`config.mk`:
```
export PLATFORM = sky130hd
export DESIGN_NAME = uart_rx
export DESIGN_NICKNAME = d
export VERILOG_FILES = /design/src/rtl/uart_pkg.sv /design/src/rtl/uart_sync.sv /design/src/rtl/uart_rx.sv
export SDC_FILE = /design/constraint.sdc
export NUM_CORES = 1
export LEC_CHECK = 0
export CAP_MARGIN = 5
export CORE_MARGIN = 1.5
export CORE_UTILIZATION = 59
export CTS_CLUSTER_SIZE = 14
export DETAILED_ROUTE_END_ITERATION = 6
export PLACE_DENSITY = 0.82
export RECOVER_POWER = 100
export SETUP_SLACK_MARGIN = 0.4
export SYNTH_ARGS = -nofsm -noshare
export SYNTH_HDL_FRONTEND = slang
export SYNTH_SLANG_ARGS = --single-unit
```
`constraint.sdc`:
```
create_clock -name i_clk -period 4 [get_ports i_clk]
set_input_delay 0.8 -clock i_clk [delete_from_list [all_inputs] [get_ports i_clk]]
set_output_delay 0.8 -clock i_clk [all_outputs]
set_load 0.03 [all_outputs]
```
`src/rtl/uart_pkg.sv`:
```
// Shared UART definitions: data width, receiver state encodings, default oversampling.
package uart_pkg;

  localparam int DATA_W         = 8;
  localparam int OVERSAMPLE_DEF = 16;

  typedef enum logic [2:0] {
    S_IDLE  = 3'd0,
    S_START = 3'd1,
    S_DATA  = 3'd2,
    S_STOP  = 3'd3,
    S_BREAK = 3'd4
  } rx_state_t;

  function automatic logic maj3(input logic a, input logic b, input logic c);
    return (a & b) | (a & c) | (b & c);
  endfunction

endpackage

```
`src/rtl/uart_sync.sv`:
```
// Multi-flop synchronizer for an asynchronous input; resets to 1 (idle line level).
module uart_sync #(
  parameter int STAGES = 2
) (
  input  logic clk,
  input  logic rst,
  input  logic d,
  output logic q
);

  logic [STAGES-1:0] ff;

  always_ff @(posedge clk or posedge rst) begin
    if (rst) ff <= '1;
    else     ff <= {ff[STAGES-2:0], d};
  end

  assign q = ff[STAGES-1];

endmodule

```
`src/rtl/uart_rx.sv`:
```
// Oversampling UART receiver (8N1, MSB first) with a 1-deep valid/ready output buffer.
// state   | meaning
// S_IDLE  | wait for low line on a tick;  S_START | verify start bit at mid-bit
// S_DATA  | shift 8 majority-voted bits;  S_STOP  | check stop bit, deliver or flag
// S_BREAK | line held low after a framing error, wait for high
module uart_rx
  import uart_pkg::*;
#(
  parameter int OVERSAMPLE  = OVERSAMPLE_DEF,
  parameter int SYNC_STAGES = 2
) (
  input  logic              i_clk,
  input  logic              w_intrst,
  input  logic              i_rxd,
  input  logic              i_rxpulse,
  output logic [DATA_W-1:0] o_data,
  output logic              o_valid,
  input  logic              i_ready,
  output logic              o_frame_err,
  output logic              o_overrun
);

  localparam int CW = $clog2(OVERSAMPLE);
  localparam int BW = $clog2(DATA_W);
  localparam logic [CW-1:0] T_MID_M1 = CW'(OVERSAMPLE/2 - 1);
  localparam logic [CW-1:0] T_MID    = CW'(OVERSAMPLE/2);
  localparam logic [CW-1:0] T_MID_P1 = CW'(OVERSAMPLE/2 + 1);
  localparam logic [CW-1:0] T_END    = CW'(OVERSAMPLE - 1);

  logic              rxs;
  rx_state_t         state, state_nxt;
  logic [CW-1:0]     cnt, cnt_nxt;
  logic [BW-1:0]     bcnt, bcnt_nxt;
  logic [DATA_W-1:0] shreg, shreg_nxt;
  logic              v0, v0_nxt, v1, v1_nxt;
  logic              maj, deliver, ferr;

  uart_sync #(.STAGES(SYNC_STAGES)) u_sync (
    .clk (i_clk),
    .rst (w_intrst),
    .d   (i_rxd),
    .q   (rxs)
  );

  always_ff @(posedge i_clk or posedge w_intrst) begin
    if (w_intrst) begin
      state <= S_IDLE;
      cnt   <= '0;
      bcnt  <= '0;
      shreg <= '0;
      v0    <= 1'b0;
      v1    <= 1'b0;
    end else begin
      state <= state_nxt;
      cnt   <= cnt_nxt;
      bcnt  <= bcnt_nxt;
      shreg <= shreg_nxt;
      v0    <= v0_nxt;
      v1    <= v1_nxt;
    end
  end

  // Two mid-bit samples are held; the third is the live rxs at tick OVERSAMPLE/2+1.
  always_comb begin
    state_nxt = state;
    cnt_nxt   = cnt;
    bcnt_nxt  = bcnt;
    shreg_nxt = shreg;
    v0_nxt    = v0;
    v1_nxt    = v1;
    deliver   = 1'b0;
    ferr      = 1'b0;
    maj       = maj3(v0, v1, rxs);
    if (i_rxpulse) begin
      cnt_nxt = (cnt == T_END) ? '0 : cnt + 1'b1;
      if (cnt == T_MID_M1) v0_nxt = rxs;
      if (cnt == T_MID)    v1_nxt = rxs;
      case (state)
        S_IDLE: begin
          cnt_nxt = '0;
          if (!rxs) state_nxt = S_START;
        end
        S_START: begin
          if (cnt == T_MID_P1 && maj) begin
            state_nxt = S_IDLE;
          end else if (cnt == T_END) begin
            state_nxt = S_DATA;
            bcnt_nxt  = BW'(DATA_W - 1);
          end
        end
        S_DATA: begin
          if (cnt == T_MID_P1) shreg_nxt = {shreg[DATA_W-2:0], maj};
          if (cnt == T_END) begin
            if (bcnt == '0) state_nxt = S_STOP;
            else            bcnt_nxt  = bcnt - 1'b1;
          end
        end
        S_STOP: begin
          if (cnt == T_MID_P1) begin
            if (maj) begin
              deliver   = 1'b1;
              state_nxt = S_IDLE;
            end else begin
              ferr      = 1'b1;
              state_nxt = S_BREAK;
            end
          end
        end
        S_BREAK: begin
          if (rxs) state_nxt = S_IDLE;
        end
        default: state_nxt = S_IDLE;
      endcase
    end
  end

  // A delivery coinciding with an accepting handshake reloads the buffer without overrun.
  always_ff @(posedge i_clk or posedge w_intrst) begin
    if (w_intrst) begin
      o_data      <= '0;
      o_valid     <= 1'b0;
      o_frame_err <= 1'b0;
      o_overrun   <= 1'b0;
    end else begin
      o_frame_err <= ferr;
      o_overrun   <= 1'b0;
      if (deliver) begin
        if (o_valid && !i_ready) begin
          o_overrun <= 1'b1;
        end else begin
          o_data  <= shreg;
          o_valid <= 1'b1;
        end
      end else if (o_valid && i_ready) begin
        o_valid <= 1'b0;
      end
    end
  end

endmodule

```
==> impl_metrics.csv <==
group,metric,value,unit
status,run_status,"completed",
clocking,clock_tree.buffer_depth,2,
finish,most-common-layout-cells,"sky130_fd_sc_hd__dfrtp_1, sky130_fd_sc_hd__mux2_2, sky130_fd_sc_hd__dlygate4sd3_1",
floorplanning,die_h,54.73,µm
timing,finalCritPeriodShare,60.15,%
worst_setup_path,worst_setup_path_start_kind,"primary input",
worst_setup_path,worst_path_largest_cell_delay,0.70,ns
worst_setup_path,cp.buffers_inverters,1,
job,maxCapViolCount,0,
worst_setup_path,worstPathCellList,"dlygate4sd3_1 > and4b_1 > nand4_1 > mux2_2",
timing,worstMarginPinSlew,1.256,ns
timing,timing.max_slew.rel_slack,16.27,%
worst_setup_path,data_required_time_at_the_worst_endpoint,4.22,ns
route,route.antenna.remaining_nets,0,
route,dr.first_iter.drc_count,23,
worst_setup_path,crit_arrival,2.62,ns
floorplanning,horiz_die_dim,54.73,µm
worst_setup_path,worst-setup-path-type,"in2reg",
yosys,synthesis.area,1579,µm²
timing,final_period_minus_worst_setup_slack,2.406,ns
global_routing,antenna_found_initial,0,
yosys,syn-mean-instance-area,12.24,µm²
floorplanning,core,2500,µm²
route,route.detailed.wl_per_inst,15.66,µm
clocking,clk_pin_slew,0.09,ns
yosys,synthesis.instances,129,
global_routing,grt.overflow.total,0,
clocking,cts_htree_levels,2,
worst_setup_path,endpoint_kind,"flip-flop",
global_routing,first_global_vias,1023,
clocking,clk-insertion-delay-late,0.34,ns
clocking,cts_setup_buffers,0,
yosys,postSynthRegisterBits,33,
yosys,seq_area_frac_synth,52.46,%
global_routing,grt_pass1_wl,4.436,mm
timing,maxSlewViolCount,0,
timing,rsz_0062_raised_after_global_routing,"no",
pwr,power_per_cell_area,542.0,nW/µm²
timing,timing.final.hold_violations,0,
clocking,postCtsResizedCells,0,
global_routing,grt.total_usage,21.55,%
worst_setup_path,timing.critical_path.fanout_max,10,
route,route.vias.total,1062,
route,totalWireLength,2.818,mm
pwr,static_leakage,0.9181,nW
route,total_iterations_of_the_first_detailed_routing_run,4,
finish,syn_to_final_growth,15.13,%
yosys,synthesis.yosys.warnings,0,
placement,dp_hpwl,1.920,mm
yosys,yosysUniqueCellTypes,40,
timing,finalSetupViolations,0,
finish,final_net_count,159,
route,viasPerCell,5.900,
timing,setup_slack,1.594,ns
placement,place.gp.congestion,0.8623,
floorplanning,design.die.area,2995,µm²
floorplanning,fp-row-count,18,
placement,portBuffers,15,
timing,timing.fmax,0.4156,GHz
pwr,worst_ir_drop_vdd,0.0004580,V
finish,most_common_cell_after_layout_fill_and_taps_aside,"sky130_fd_sc_hd__dfrtp_1",
finish,drive_above_1_share,22.67,%
floorplanning,initial_core_util,63.16,%
clocking,tritoncts,"built",
yosys,synthesis.nets,139,
worst_setup_path,crit_slowest_cell,"sky130_fd_sc_hd__dlygate4sd3_1",
placement,preCtsSetupSlack,1.329,ns
global_routing,pin_count_of_the_biggest_net_entering_global_routing,33,
floorplanning,io_pins,16,
clocking,clockRootBuffer,"sky130_fd_sc_hd__clkbuf_4",
clocking,clock_sinks,33,
clocking,cts_hold_buf,0,
timing,totalNegativeSetupSlack,0,ns
finish,antenna-diode-count,0,
worst_hold_path,holdCritPathClass,"reg2reg",
route,detail_route.drc_violations,0,
clocking,cts_inserted_buffers,5,
timing,clock_skew,0.02364,ns
worst_setup_path,path_delay_family,"buffers and inverters",
synthesized netlist by cell type, drive strengths merged:
cell / count / share of area [%]
nand4b: 1 / 0.55
nor2: 5 / 1.2
a21oi: 3 / 0.95
mux2: 22 / 16
o21ai: 2 / 0.63
inv: 9 / 2.1
o22ai: 1 / 0.40
nor4b: 1 / 0.55
and2: 1 / 0.48
and3: 4 / 1.7
o211a: 3 / 2.4
a2bb2oi: 1 / 0.55
or2: 1 / 0.40
or3: 1 / 0.40
dfrtp: 31 / 49
nor2b: 2 / 0.79
and4: 1 / 0.55
and3b: 2 / 1.2
buf: 4 / 1.7
nand3b: 1 / 0.48
a211oi: 1 / 0.48
dfstp: 2 / 3.3
o2111ai: 1 / 0.55
a311oi: 1 / 0.95
and4b: 1 / 0.63
nand4: 2 / 0.79
maj3: 1 / 0.71
nand2: 8 / 1.9
o211ai: 1 / 0.48
nor3: 2 / 0.63
nand2b: 4 / 1.6
ha: 5 / 4.0
a211o: 1 / 0.55
nand3: 2 / 0.63
o31ai: 1 / 0.48
cells by family after synthesis:
logic type,count (synthesis),share of synthesized area (%)
AND/OR/NAND/NOR,39,14.50
AO/OA/AOI/OAI,16,8.400
flip-flops,33,52.46
multiplexers,22,16.17
adder cells (fa/ha/maj),6,4.675
buffers and inverters,13,3.803
metal layers:
| layer | routed length, µm | GRT usage [%] | vias to the layer above |
|---|---|---|---|
| li1 | - | - | 504 |
| met1 | 1333 | 26.58 | 525 |
| met2 | 1327 | 34.33 | 26 |
| met3 | 106 | 5.738 | 7 |
| met4 | 50 | 11.25 | 0 |
| met5 | 0 | 0 | - |
sequential cells by signal, indices dropped and copies added (netlist names):
register / cells
bcnt: 3
cnt: 4
o_data: 8
o_frame_err: 1
o_overrun: 1
o_valid: 1
shreg: 8
state: 3
u_sync.ff: 2
v0: 1
v1: 1
stage by stage:
step	total power [mW]	hold WS [ns]	instance area [µm²]	util [%]	cells
after detailed placement	0.7451	0.3495	1748	69.92	171
after global placement	0.7232	0.3460	1748	69.92	171
after CTS	1.007	0.3632	1833	73.32	179
final	0.9853	0.3620	1818	72.72	180
after floorplan	0.6826	0.3452	1579	-	129
after global routing	1.050	0.3682	1818	72.72	180
report_power, final:
part / internal (mW) / total (mW) / leakage, nW / switching (mW)
Combinational: 0.123 / 0.266 / 0.434 / 0.143
Clock: 0.149 / 0.260 / 0.0455 / 0.111
Sequential: 0.388 / 0.459 / 0.439 / 0.0706
Total: 0.660 / 0.985 / 0.918 / 0.325
final timing paths:
| kind | start | to | slack (ns) | cells after the start |
|---|---|---|---|---|
| worst max register to register | cnt[1] | o_data[0] | 2.07 | 5 |
| min in group asynchronous | w_intrst | o_valid | 0.79 | 2 |
| worst max-delay path | i_rxpulse | o_data[0] | 1.59 | 4 |
| worst min-delay path | u_sync.ff[0] | u_sync.ff[1] | 0.36 | 0 |
| max in group asynchronous | w_intrst | v1 | 1.77 | 3 |
| worst min register to register | u_sync.ff[0] | u_sync.ff[1] | 0.36 | 0 |
layout make-up:
| cell class | count | area [µm²] |
|---|---|---|
| tap | 30 | 37.54 |
| inverter | 9 | 33.78 |
| fill | 179 | 681.9 |
| clock buffer | 7 | 55.05 |
| multi-input combinational | 83 | 675.6 |
| timing repair buffer | 17 | 157.7 |
| sequential | 33 | 828.3 |
| clock inverter | 1 | 30.03 |
Power figures use the tool's default switching activity.
